File: src/rtl/input_debounce_pkg.sv
// Shared defaults and types for the input_debounce block.
// Optional feature macro: INPUT_DEBOUNCE_EDGE_EN (rise/fall pulse registers).
package input_debounce_pkg;

  localparam int WIDTH_DEF           = 8;
  localparam int CNT_W_DEF           = 4;
  localparam int DEBOUNCE_CYCLES_DEF = 15;

  // Per-channel stability counter at the default width.
  typedef logic [CNT_W_DEF-1:0] cnt_t;

endpackage

File: src/rtl/debounce_chan.sv
// One debounce channel: 2-flop synchronizer, stability counter, debounced
// level and, when INPUT_DEBOUNCE_EDGE_EN is defined, registered edge pulses.
// o_chg is combinational and high on the cycle whose rising edge flips o_dout.
module debounce_chan
  import input_debounce_pkg::*;
#(
  parameter int CNT_W           = CNT_W_DEF,
  parameter int DEBOUNCE_CYCLES = DEBOUNCE_CYCLES_DEF
) (
  input  logic i_clk,
  input  logic i_rst_n,
  input  logic i_ena,
  input  logic i_din,
  output logic o_dout,
  output logic o_rise,
  output logic o_fall,
  output logic o_chg
);

  // Counter value on the last stable cycle before the level is accepted.
  localparam logic [CNT_W-1:0] LAST_CNT = CNT_W'(DEBOUNCE_CYCLES - 1);

  logic             r_s1;
  logic             r_s2;
  logic             r_level;
  logic [CNT_W-1:0] r_cnt;
  logic             w_chg;

  // Two-flop synchronizer for the asynchronous pad input; runs regardless of enable.
  always_ff @(posedge i_clk or negedge i_rst_n) begin
    if (!i_rst_n) begin
      r_s1 <= 1'b0;
      r_s2 <= 1'b0;
    end else begin
      r_s1 <= i_din;
      r_s2 <= r_s1;
    end
  end

  // The level flips when a differing input has been stable long enough.
  assign w_chg = i_ena && (r_s2 != r_level) && (r_cnt == LAST_CNT);

  // Stability counter and debounced level; both freeze while disabled.
  always_ff @(posedge i_clk or negedge i_rst_n) begin
    if (!i_rst_n) begin
      r_cnt   <= '0;
      r_level <= 1'b0;
    end else if (i_ena) begin
      if (r_s2 == r_level) begin
        r_cnt <= '0;
      end else if (w_chg) begin
        r_level <= r_s2;
        r_cnt   <= '0;
      end else begin
        r_cnt <= r_cnt + 1'b1;
      end
    end
  end

`ifdef INPUT_DEBOUNCE_EDGE_EN
  logic r_rise;
  logic r_fall;

  // Edge pulses line up with the first cycle the new level is visible.
  always_ff @(posedge i_clk or negedge i_rst_n) begin
    if (!i_rst_n) begin
      r_rise <= 1'b0;
      r_fall <= 1'b0;
    end else begin
      r_rise <= w_chg & r_s2;
      r_fall <= w_chg & ~r_s2;
    end
  end

  assign o_rise = r_rise;
  assign o_fall = r_fall;
`else
  assign o_rise = 1'b0;
  assign o_fall = 1'b0;
`endif

  assign o_dout = r_level;
  assign o_chg  = w_chg;

endmodule

File: src/rtl/input_debounce.sv
// Multi-channel input debouncer with a sticky change-event accumulator.
// Optional feature macro: INPUT_DEBOUNCE_EDGE_EN enables rise/fall pulses;
// without it rise and fall are constant 0.
module input_debounce
  import input_debounce_pkg::*;
#(
  parameter int WIDTH           = WIDTH_DEF,
  parameter int CNT_W           = CNT_W_DEF,
  parameter int DEBOUNCE_CYCLES = DEBOUNCE_CYCLES_DEF
) (
  input  logic             clk,
  input  logic             rst_n,
  input  logic             ena,
  input  logic [WIDTH-1:0] din,
  output logic [WIDTH-1:0] dout,
  output logic [WIDTH-1:0] rise,
  output logic [WIDTH-1:0] fall,
  output logic             evt_valid,
  output logic [WIDTH-1:0] evt_mask,
  input  logic             evt_ack
);

  logic [WIDTH-1:0] w_chg;
  logic [WIDTH-1:0] r_evt_mask;

  for (genvar gi = 0; gi < WIDTH; gi++) begin : g_chan
    debounce_chan #(
      .CNT_W           (CNT_W),
      .DEBOUNCE_CYCLES (DEBOUNCE_CYCLES)
    ) u_chan (
      .i_clk   (clk),
      .i_rst_n (rst_n),
      .i_ena   (ena),
      .i_din   (din[gi]),
      .o_dout  (dout[gi]),
      .o_rise  (rise[gi]),
      .o_fall  (fall[gi]),
      .o_chg   (w_chg[gi])
    );
  end

  // Event handshake: evt_valid stays high while evt_mask is non-zero. An
  // edge with evt_valid && evt_ack consumes the pending mask and loads only
  // the changes of that same cycle, so nothing is lost; evt_ack while
  // evt_valid is low has no effect. Without an ack, changes OR in.
  always_ff @(posedge clk or negedge rst_n) begin
    if (!rst_n) begin
      r_evt_mask <= '0;
    end else if (evt_valid && evt_ack) begin
      r_evt_mask <= w_chg;
    end else begin
      r_evt_mask <= r_evt_mask | w_chg;
    end
  end

  assign evt_mask  = r_evt_mask;
  assign evt_valid = |r_evt_mask;

endmodule

File: config.mk
export PLATFORM = sky130hd
export DESIGN_NAME = input_debounce
export DESIGN_NICKNAME = d
export VERILOG_FILES = /design/src/rtl/input_debounce_pkg.sv /design/src/rtl/debounce_chan.sv /design/src/rtl/input_debounce.sv
export SDC_FILE = /design/constraint.sdc
export NUM_CORES = 1
export LEC_CHECK = 0
export BUFFER_PORTS_ARGS = -buffer_cell sky130_fd_sc_hd__clkbuf_2
export CORE_AREA = 2 2 77 79
export DETAILED_ROUTE_END_ITERATION = 8
export DIE_AREA = 0 0 79 81
export GPL_ROUTABILITY_DRIVEN = 0
export PLACE_DENSITY = 0.87
export SYNTH_ARGS = -nofsm -noshare
export SYNTH_HDL_FRONTEND = slang
export SYNTH_SLANG_ARGS = --single-unit
File: constraint.sdc
create_clock -name clk -period 1.55 [get_ports clk]
set_input_delay 0.155 -clock clk [delete_from_list [all_inputs] [get_ports clk]]
set_output_delay 0.155 -clock clk [all_outputs]
set_load 0.02 [all_outputs]
* Word level (Yosys, flattened, before mapping)
Index checks and enable logic that the tools add are counted.
Storage, ports and cells: flip-flop bits (word level) 64, input port bits 12, output and inout bits 33, word-level logic and storage cells 117
Operators by class: $add $sub $neg 8, equality and inequality tests 24, mux-type cells 17, bitwise operators 9, reduce and logical (&&, ||, !) cells 26
Operators by type and width (number):
- two-way mux 4 bit | 16
- adder 4 x 1 -> 4 bit, second input constant | 8
- == test 4 bit, second input constant | 8
- AND reduction 3 bit | 8
- logical AND 1 bit | 17
- == test 1 bit | 8
- two-way mux 8 bit | 1
- inequality test 1 bit | 8
- NOT 1 bit | 8
- bitwise OR 8 bit | 1
- OR reduction 8 bit | 1

* Logic depth before layout (Yosys ltp)
Gate-level depths: netlist of run 1.
word-level depth 5, depth in mapped cells 5, depth with buffers taken out 5

* Hierarchy
From an unflattened synthesis of run 1, not the netlist that was laid out.
Second synthesis, totals: cell total of the unflattened synthesis 284, area, all modules 3074.2 um^2
Modules (own cells, without submodules):
- debounce_chan | times used 8, cells each 33, area each 349.1 um^2, sequential area each 175.2 um^2
- input_debounce | times used 1, cells each 20, area each 281.5 um^2, sequential area each 200.2 um^2

* Worst setup path after synthesis of run 1
No wires, ideal clock.
path kind register -> register, start point register g_chan[1].u_chan.r_cnt[0], end point register g_chan[1].u_chan.r_level, arrival time 1.042 ns, required time 1.425 ns, setup slack 0.383 ns, cell stages (with the launch flop) 5, path buffers 0, period minus slack after synthesis 1.167 ns, path through dfrtp_1 > inv_1 > ha_1 > nand4_1 > mux2_2
Between the ends: cells in the longest elaborated chain, start to end 3
Ends and longest elaborated chain:
- start: declaration | RTL line debounce_chan.sv:26 | logic [CNT_W-1:0] r_cnt;
- start signal: assignment | RTL line debounce_chan.sv:55 | r_cnt <= r_cnt + 1'b1;
- == test 4 bit | RTL line debounce_chan.sv:41 | assign w_chg = i_ena && (r_s2 != r_level) && (r_cnt == LAST_CNT);
- logical AND 1 bit | RTL line debounce_chan.sv:41
- AND reduction 3 bit (no line)
- end signal: assignment | RTL line debounce_chan.sv:52 | r_level <= r_s2;
- end: declaration | RTL line debounce_chan.sv:25 | logic r_level;
Every way passes these cells. A chain may end at the register's enable or synchronous reset.

* Worst setup path in the final report of run 1
start point register r_evt_mask[5] (netlist: evt_mask[5]), end point output evt_valid
Between the ends: cells in the longest elaborated chain, start to end 1
Ends and longest elaborated chain:
- start: declaration | RTL line input_debounce.sv:24 | logic [WIDTH-1:0] r_evt_mask;
- start signal: assignment | RTL line input_debounce.sv:50 | r_evt_mask <= w_chg;
- start signal: assignment | RTL line input_debounce.sv:52 | r_evt_mask <= r_evt_mask | w_chg;
- OR reduction 8 bit | RTL line input_debounce.sv:57 | assign evt_valid = |r_evt_mask;
- end: declaration | RTL line input_debounce.sv:18 | output logic evt_valid,
Every way passes these cells.

==> metrics.md, run 1 <==
| Metric | Value |
|---|---|
| Status | finished, final reports clean |
| Core footprint | 5680 um^2 |
| CTS tree | built |
| Flops & latches, synth | 64 |
| Largest net degree at the start of global routing | 65 |
| Post-CTS Setup Bufs | 0 |
| Reg2Reg Depth | 5 |
| Max Buffers Root-to-Sink | 2 |
| Initial antenna violation count | 0 |
| RSZ-0062 raised after global routing | false |
| Gate power share | 10.3% |
| Hpwl dp | 3560 um |
| Worst VDD drop | 0.000585 V |
| Setup TNS | 0 ns |
| Synth top cells by count | dfrtp_1, inv_1, buf_4, nand3_1, ha_1 |
| FFs w/ async S/R, synth | 100% |
| GRT Total Usage | 19.1% |
| Crit share post-route | 91.2% |
| LEAKAGE | 0.00167 uW |
| Adder-cell share of the synthesized area | 6.54% |
| Worst-case clock skew | 0.00506 ns |
| Hold-fix buffers, CTS | 9 |
| CP Class | flip-flop to primary output |
| Main synth FF type | dfrtp_1 |
| CTS resizes | 0 |
| Syn Std Cell Area | 3060 um^2 |
| Final WS setup | 0.136 ns |
| Via count | 2114 |
| Slew @ Worst Pin | 0.804 ns |
| P_int | 2600 uW |
| Drt total wl | 5370 um |
| Total CTS buffers | 9 |
| Endpoints failing setup | 0 |
| Largest family of logic cells by synthesized area | buffers and inverters |
| First-pass GRT wire length | 9320 um |
| Number of synthesized flops with an enable pin | 0 |
| Complex-gate fraction of the synthesized area | 10.6% |
| Simple-Gate Fraction of Synth Area | 10.1% |
| Fraction of layout cells with a size suffix above 1 | 16.1% |
| Die Span X | 79 um |
| Relative slew slack | 46.3% |
| DRT Pass-1 Iters | 4 |
| CTS root buf | clkbuf_8 |
| FF-to-FF setup slack | 0.28 ns |
| Area of the multi-input gates | 1180 um^2 |
| Synthesized instance count | 279 |
| XOR/XNOR Fraction of Synth Area | 3.68% |
| Sequential area share after synthesis | 52.3% |
| Crit path max fanout | 3 |
| Final hold vios | 0 |
| Clock-pin slew on the worst setup and hold paths | 0.06 ns |
| Die Y | 81 um |
| Worst r2r src | g_chan[4].u_chan.r_cnt[0] |
| # port buffers | 28 |
| Power Density | 1010 nW/um^2 |
| CP max stage delay | 0.43 ns |
| Ports | 45 |
| Die area | 6400 um^2 |
| Type of origin of the critical path | flip-flop |
| Iter 0 DRT Violations | 110 |
| Clock latency on the worst-skew pair | 0.34 ns |
| Worst hold endpoint | evt_mask[2] |
| Worst EP arrival | 1.26 ns |
| Slew Viols, Final | 0 |
| Mean Syn Cell Area | 11.0 um^2 |
| Vias per cell | 5.39 |
| Initial Util | 53.9% |
| Final net count | 342 |
| Placement Setup Slack | 0.294 ns |
| Post-synth top area cell | dfrtp_1 |
| Layout area overhead | 12.1% |
| Largest cells by area after synthesis | dfrtp_1, ha_1, buf_4, nand3_1, inv_1 |
| Diodes inserted | 0 |
| Fill count | 484 |
| Netlist cell types | 28 |
| Remaining global-route overflow | 0 |
| Max-cap violations | 0 |
| Max Clock Freq | 707 MHz |
| Crit-path slowest cell | dfrtp_1 |
| Clock share of power | 36.5% |
| Routed len/inst | 13.7 um |
| Vias in the first global route | 2131 |
| Crit-path cells | nor4_1 -> nand2_1 -> clkbuf_2 |
| Hold Path Class | primary input to flip-flop |
| Net switching power | 885 uW |
| Required @ worst endpoint | 1.39 ns |
| HP Start | evt_ack |
| # DRC | 0 |
| Post-route ant nets | 0 |
| Warnings from Yosys | 0 |
| Register area | 1600 um^2 |
| Most numerous cell in the Yosys netlist | dfrtp_1 |
| Worst R2R End | g_chan[4].u_chan.r_cnt[2] |
| Post-synth top area share | 52.3% |
| Critical Path End Type | primary output |
| Period minus WS final | 1.41 ns |
| Hold path cells | 2 |
| Core Rows | 28 |
| Flop pwr share | 53.2% |
| Sw Share | 25.4% |
| H-tree Lvls | 3 |
| Multiplexer area fraction after synthesis | 5.56% |
| Clock tree sinks | 64 |
-- worst max-delay path by stage --
| stage | end | start | cells past startpoint | slack (ns) |
|---|---|---|---|---|
| 2_1_floorplan | g_chan[1].u_chan.o_dout | g_chan[1].u_chan.r_cnt[0] | 4 | 0.38 |
| 3_3_place_gp | g_chan[6].u_chan.r_cnt[2] | ena | 4 | 0.32 |
| 3_5_place_dp | g_chan[2].u_chan.o_dout | g_chan[2].u_chan.r_cnt[0] | 4 | 0.29 |
| 4_1_cts | evt_valid | evt_mask[5] | 3 | 0.11 |
| 5_1_grt | evt_valid | evt_mask[6] | 3 | 0.02 |
| 6_report | evt_valid | evt_mask[5] | 3 | 0.14 |
-- worst max-delay path: cells and delay by family, from the launching register on --
kind	cells	cell delay, ns
buffers and inverters	1	0.16
flip-flops	1	0.43
AND/OR/NAND/NOR	2	0.33
-- per-layer routing --
layer / routed length [um] / GRT usage (%) / part of all wire, % / up-vias
met3: 348 / 7.33 / 6.5 / 2
met1: 2230 / 22.8 / 42 / 1032
met4: 15 / 6.90 / 0.28 / 0
met5: 0 / 0 / 0 / -
li1: - / - / - / 1007
met2: 2780 / 31.7 / 52 / 73
-- area by class of cell --
class,instances,area share [%]
Sequential cell,64,46.7
Inverter,32,3.50
Timing Repair Buffer,40,7.73
Clock buffer,14,5.03
Multi-Input combinational cell,167,34.3
Tap cell,75,2.74
-- cells by family (layout without fill, tap and decap cells) --
logic type	after synthesis	after routing
AOI/OAI and AO/OA	48	48
muxes	16	16
buffers and inverters	63	86
adders and majority gates	16	16
xor gates and xnor gates	12	12
DFF	64	64
other	1	16
and+or+nand+nor	59	59
-- power groups by stage --
stage	Combinational, uW	Sequential [uW]	Clock, uW
floorplan	276	1860	0
global placement	326	1870	0
detailed placement	342	1880	0
CTS	362	1850	1320
global route	414	1860	1400
finish	360	1850	1270
-- sequential cells by signal, summed over array words and instances, names as in the netlist --
| signal | count |
|---|---|
| g_chan.u_chan.r_cnt | 32 |
| g_chan.u_chan.r_s2 | 8 |
| g_chan.u_chan.o_dout | 8 |
| evt_mask | 8 |
| g_chan.u_chan.r_s1 | 8 |
-- placed cells by master, fill, tap and decap left out --
| cell type | synthesis | layout |
|---|---|---|
| dlygate4sd3_1 | 0 | 9 |
| xor2_1 | 10 | 10 |
| a32o_1 | 1 | 1 |
| o2bb2ai_1 | 11 | 11 |
| buf_4 | 26 | 2 |
| o2111ai_1 | 2 | 2 |
| clkbuf_2 | 0 | 28 |
| o21ai_0 | 4 | 4 |
| nand2b_1 | 3 | 3 |
| buf_12 | 0 | 1 |
| dfrtp_1 | 64 | 64 |
| and4b_1 | 2 | 2 |
| xor2_2 | 1 | 1 |
| a31oi_1 | 8 | 8 |
| inv_1 | 32 | 32 |
| ha_1 | 16 | 16 |
| xnor2_1 | 1 | 1 |
| mux2_2 | 7 | 7 |
| nor4_1 | 2 | 2 |
| o22ai_1 | 15 | 15 |
| a21o_1 | 1 | 1 |
| nor2b_1 | 1 | 1 |
| nand2_1 | 14 | 14 |
| nand4_1 | 11 | 11 |
| clkbuf_8 | 0 | 12 |
| mux2_1 | 1 | 1 |
| a21oi_1 | 6 | 6 |
| clkbuf_1 | 2 | 2 |
| mux2i_1 | 8 | 8 |
| nand3_1 | 26 | 26 |
| conb_1 | 1 | 16 |
-- per-stage QoR --
step	utilization, %	hold WS, ns	instance area [um^2]	power (uW)	std cells
after global placement	55.8	0.193	3170	2200	369
after floorplan	-	-0.141	3120	2140	294
after global routing	60.4	0.170	3430	3680	392
after CTS	60.4	0.152	3430	3530	392
after detailed placement	55.8	0.197	3170	2220	369
final	60.4	0.171	3430	3480	392
(Power assumes the default switching activity.)
==> inputs of run 2 (changes only) <==
- CORE_AREA: 2 2 77 79 -> 2 2 76 78
- CTS_BUF_LIST: default -> sky130_fd_sc_hd__clkbuf_2
- DIE_AREA: 0 0 79 81 -> 0 0 78 80
- PLACE_DENSITY: 0.87 -> 0.89
- SETUP_SLACK_MARGIN: default -> 0.5
==> metrics.md, run 2 (synthesized netlist as in run 1, its figures left out) <==
| Metric | Value |
|---|---|
| Status | complete, but fails checks |
| Violated checks | negative setup slack |
| RSZ-0062 raised after global routing | true |
| Core footprint | 5410 um^2 (-4.8%) |
| CP max stage delay | 0.50 ns (+0.07 ns) |
| GR Layer Usage met2 | 52.2% (+21 points) |
| CP Class | flip-flop to primary output |
| Max Buffers Root-to-Sink | 2 (unchanged) |
| Clock latency on the worst-skew pair | 0.54 ns (+0.20 ns) |
| Hold Path Class | primary input to async pin |
| Worst hold margin | 0.0662 ns (-0.105 ns) |
| Power Density | 771 nW/um^2 (-24%) |
| Top Usage Layer GRT | met2 |
| Crit share post-route | 118% (+26 points) |
| CTS root buf | clkbuf_2 |
| Max-cap violations | 0 (unchanged) |
| Post-route ant nets | 0 (unchanged) |
| Die Y | 80 um (-1.2%) |
| FF-to-FF setup slack | 0.16 ns (-0.12 ns) |
| DRT Pass-1 Iters | 6 (+2) |
| Iter 0 DRT Violations | 448 (+310%) |
| Required @ worst endpoint | 1.39 ns (about the same) |
| Critical Path End Type | primary output |
| Crit path max fanout | 2 (-1) |
| Total CTS buffers | 9 (unchanged) |
| # port buffers | 28 (unchanged) |
| Final hold vios | 0 (unchanged) |
| Endpoints failing setup | 2 (+2) |
| Largest net degree at the start of global routing | 51 (-22%) |
| Worst VDD drop | 0.000531 V (-9.3%) |
| Drt total wl | 12000 um (+120%) |
| H-tree Lvls | 3 (unchanged) |
| Layout area overhead | 57.8% |
| Clock-pin slew on the worst setup and hold paths | 0.23 ns (+0.17 ns) |
| Slew @ Worst Pin | 1.32 ns (+0.517 ns) |
| Routed len/inst | 26.8 um (+96%) |
| First-pass GRT wire length | 13900 um (+49%) |
| Crit-path slowest cell | dfrtp_1 |
| CTS tree | built |
| GRT Total Usage | 29.5% (+10 points) |
| Clock tree sinks | 64 (unchanged) |
| Period minus WS final | 1.82 ns (+0.409 ns) |
| Flip-flop count of the largest register after layout | 32 (unchanged) |
| Vias in the first global route | 2703 (+27%) |
| Die area | 6240 um^2 (-2.5%) |
| Relative slew slack | 11.8% (-35 points) |
| Worst EP arrival | 1.67 ns (+0.41 ns) |
| Worst-case clock skew | 0.0516 ns (+0.0465 ns) |
| Grt met1 use | 34.3% (+11 points) |
| Most common cell after layout, fill and taps aside | dfrtp_1 |
| Final WS setup | -0.273 ns (-0.409 ns) |
| # DRC | 0 (unchanged) |
| Hpwl dp | 3930 um (+10%) |
| Fraction of layout cells with a size suffix above 1 | 60.0% (+44 points) |
| Ports | 45 (unchanged) |
| Core Rows | 27 (-3.6%) |
| Die Span X | 78 um (-1.3%) |
| Largest reg by FF count | g_chan.u_chan.r_cnt |
| Post-Layout Inst Area | 4830 um^2 (+41%) |
| Vias per cell | 6.50 (+20%) |
| Slew Viols, Final | 0 (unchanged) |
| Area of the multi-input gates | 1990 um^2 (+69%) |
| Fill count | 164 (-66%) |
| Via count | 2904 (+37%) |
| Initial antenna violation count | 0 (unchanged) |
| Initial Util | 56.6% (+2.7 points) |
| Type of origin of the critical path | flip-flop |
| Met3 Usage GRT | 5.43% (-1.9 points) |
| Dpl cell area | 3300 um^2 (+4.1%) |
| Crit-path cells | nor4_2 -> nand2_1 -> clkbuf_8 |
| Max Clock Freq | 548 MHz (-22%) |
| Diodes inserted | 0 (unchanged) |
| Remaining global-route overflow | 0 (unchanged) |
| Register area | 1620 um^2 (+1.0%) |
| LEAKAGE | 0.00210 uW (+25%) |
| Most frequent cells in the layout | dfrtp_1, buf_4, clkbuf_2 |
| Final net count | 399 (+17%) |
| Reg2Reg Depth | 4 (-1) |
==> run 2: timing repair <==
action,CTS,global route
setup buffers,37,19
hold buffers,10,0
resized for setup,107,85
pin swaps,45,31
hold endpoints to repair,74,0
endpoints found under the setup margin,61,65
gates cloned,0,0
==> run 2: cell type report <==
| class | instances | share of cell area, % |
|---|---|---|
| well taps | 72 | 1.86 |
| repair buffers | 97 | 19.3 |
| multi-input cells | 167 | 41.3 |
| flip-flops and latches | 64 | 33.5 |
| clock buffers | 13 | 1.35 |
| clock inverters | 2 | 0.207 |
| inverters | 32 | 2.49 |
==> run 2: metal layers <==
metal | share of wire, % | vias up | wire (um)
met5 | 0 | - | 0
met4 | 6.4 | 0 | 768
met3 | 10 | 91 | 1230
met2 | 47 | 265 | 5620
met1 | 37 | 1413 | 4390
li1 | - | 1135 | -
==> run 2: worst max-delay path, delay by kind of cell (launching register included) <==
| family | cells | cell delay [ns] |
|---|---|---|
| buffers and inverters | 1 | 0.17 |
| DFF | 1 | 0.50 |
| and+or+nand+nor | 2 | 0.45 |
==> run 2: power breakdown <==
part | internal, uW | switching (uW)
registers | 1770 | 152
logic | 425 | 476
clock network | 225 | 680
total | 2420 | 1310
==> run 2: worst paths after layout <==
| check | start | to |
|---|---|---|
| max | evt_mask[7] | evt_valid |
| min | rst_n | evt_mask[4] |
| max reg2reg | g_chan[3].u_chan.r_cnt[0] | g_chan[3].u_chan.o_dout |
| min reg2reg | g_chan[6].u_chan.r_s1 | g_chan[6].u_chan.r_s2 |
| max in group asynchronous | rst_n | g_chan[5].u_chan.r_cnt[1] |
| min in group clk | ena | g_chan[3].u_chan.r_cnt[0] |
==> run 2: metrics by stage <==
step                utilization [%]  total power [uW]  TNS, ns  worst slack (ns)  cells
floorplan                         -              2190        0             0.409    294
global placement               61.0              2260        0             0.383    366
detailed placement             61.0              2300        0             0.316    366
CTS                            78.6              3290  -0.0355           -0.0355    428
global route                   89.4              3820   -0.275            -0.262    447
finish                         89.4              3720   -0.296            -0.273    447
==> inputs of run 3 (changes only) <==
- SKIP_CTS_REPAIR_TIMING: default -> 1
- SKIP_LAST_GASP: default -> 1
==> metrics.md, run 3 (synthesized netlist as in run 1, its figures left out) <==
| Metric | Value |
|---|---|
| Max Clock Freq | 590 MHz (+7.5%) |
| Area of the multi-input gates | 1790 um^2 (-10%) |
| Slew Viols, Final | 0 (unchanged) |
| Total CTS buffers | 9 (unchanged) |
| GR Layer Usage met2 | 33.9% (-18 points) |
| Clock latency on the worst-skew pair | 0.49 ns (-0.05 ns) |
| CTS root buf | clkbuf_2 |
| Clock tree sinks | 64 (unchanged) |
| Clock-pin slew on the worst setup and hold paths | 0.20 ns (-0.03 ns) |
| Setup TNS | -0.146 ns (+0.150 ns) |
| Type of origin of the critical path | flip-flop |
| Drt total wl | 8380 um (-30%) |
| Violated checks | negative setup slack |
| RSZ-0062 raised after global routing | true |
| Final WS setup | -0.146 ns (+0.127 ns) |
| Power, Total | 3380 uW (-9.3%) |
| Largest reg by FF count | g_chan.u_chan.r_cnt |
| Final net count | 369 (-7.5%) |
| CP top delay family | flip-flops |
| Die Y | 80 um (unchanged) |
| FF-to-FF setup slack | 0.28 ns (+0.12 ns) |
| Layout area overhead | 39.9% |
| Diodes inserted | 0 (unchanged) |
| Fraction of layout cells with a size suffix above 1 | 51.0% (-9.0 points) |
| Max-cap violations | 0 (unchanged) |
| Via count | 2464 (-15%) |
| CTS tree | built |
| Slew @ Worst Pin | 1.29 ns (-0.0269 ns) |
| CP max stage delay | 0.48 ns (-0.02 ns) |
| Vias in the first global route | 2179 (-19%) |
| DRT Pass-1 Iters | 6 (unchanged) |
| Endpoints failing setup | 1 (-1) |
| Worst-case clock skew | 0.0398 ns (-0.0118 ns) |
| Status | complete, but fails checks |
| Remaining global-route overflow | 0 (unchanged) |
| Worst EP arrival | 1.54 ns (-0.13 ns) |
| Core footprint | 5410 um^2 (unchanged) |
| Met3 Usage GRT | 5.20% (-0.23 points) |
| Hpwl dp | 3930 um (unchanged) |
| Post-Layout Inst Area | 4280 um^2 (-11%) |
| Most frequent cells in the layout | dfrtp_1, clkbuf_2, inv_1 |
| Initial Util | 56.6% (unchanged) |
| H-tree Lvls | 3 (unchanged) |
| Worst VDD drop | 0.000507 V (-4.5%) |
| Critical Path End Type | primary output |
| Largest net degree at the start of global routing | 51 (unchanged) |
| Core Rows | 27 (unchanged) |
| # port buffers | 28 (unchanged) |
| Crit share post-route | 109% (-8.2 points) |
| Register area | 1630 um^2 (+0.46%) |
| Most common cell after layout, fill and taps aside | dfrtp_1 |
| Final hold vios | 0 (unchanged) |
| Crit-path cells | nor4_4 -> nand2_1 -> buf_4 |
| Fill count | 246 (+50%) |
| Flip-flop count of the largest register after layout | 32 (unchanged) |
| Placed cell count | 366 (unchanged) |
| Layout Cells excl Fill | 417 (-6.7%) |
| Max Buffers Root-to-Sink | 2 (unchanged) |
| Iter 0 DRT Violations | 262 (-42%) |
| LEAKAGE | 0.00187 uW (-11%) |
| Routed len/inst | 20.1 um (-25%) |
| Ports | 45 (unchanged) |
| Die area | 6240 um^2 (unchanged) |
| Initial antenna violation count | 0 (unchanged) |
| Dpl cell area | 3300 um^2 (unchanged) |
| CP bufs+invs | 1 (unchanged) |
| Hold Path Class | primary input to flip-flop |
| CP Class | flip-flop to primary output |
| # DRC | 0 (unchanged) |
| Die Span X | 78 um (unchanged) |
| Vias per cell | 5.91 (-9.0%) |
| Required @ worst endpoint | 1.39 ns (about the same) |
| Relative slew slack | 13.6% (+1.8 points) |
| Top Usage Layer GRT | met2 |
| Crit-path slowest cell | dfrtp_2 |
| Period minus WS final | 1.70 ns (-0.127 ns) |
| Crit path max fanout | 3 (+1) |
| GRT Total Usage | 19.9% (-9.7 points) |
| Grt met1 use | 23.6% (-11 points) |
| Power Density | 789 nW/um^2 (+2.3%) |
| First-pass GRT wire length | 9560 um (-31%) |
| Post-route ant nets | 0 (unchanged) |
## run 3: cell count changes in the layout (fill, tap and decap cells not counted), sizes merged
cell,delta
dlygate4sd3,-1
clkbuf,-6
buf,-23
## run 3: metal layers
layer  routed length [um]  up-vias
li1                     -     1069
met1                 3090     1233
met2                 4470      119
met3                  417       43
met4                  409        0
met5                    0        -
## run 3: worst paths after layout
check	start	end	cells past startpoint
setup / recovery	evt_mask[6]	evt_valid	3
hold / removal	evt_ack	evt_mask[6]	2
setup reg to reg	g_chan[3].u_chan.r_cnt[0]	g_chan[3].u_chan.r_cnt[2]	4
hold reg to reg	g_chan[5].u_chan.r_s1	g_chan[5].u_chan.r_s2	0
max in group asynchronous	rst_n	g_chan[5].u_chan.r_cnt[1]	3
min in group asynchronous	rst_n	evt_mask[4]	2
## run 3: cell type report
cell class              count  share of cell area (%)
clock buffers              13                    1.52
repair buffers             67                    13.6
multi-input cells         167                    41.8
clock inverters             2                   0.234
inverters                  32                    2.81
well taps                  72                    2.10
flip-flops and latches     64                    38.0
## run 3: stage by stage
step	hold slack, ns	worst slack [ns]	util (%)
after floorplan	-0.141	0.409	-
after global placement	0.0977	0.383	61.0
after detailed placement	0.0991	0.316	61.0
after CTS	-0.446	-0.0866	62.4
after global routing	0.0181	-0.200	79.2
final	0.0529	-0.146	79.2
## run 3: report_power, final
group / internal, uW / total, uW / switching (uW) / leakage [uW]
registers: 1770 / 1910 / 142 / 0.000809
logic: 308 / 657 / 348 / 0.000996
clock network: 226 / 811 / 584 / 0.0000618
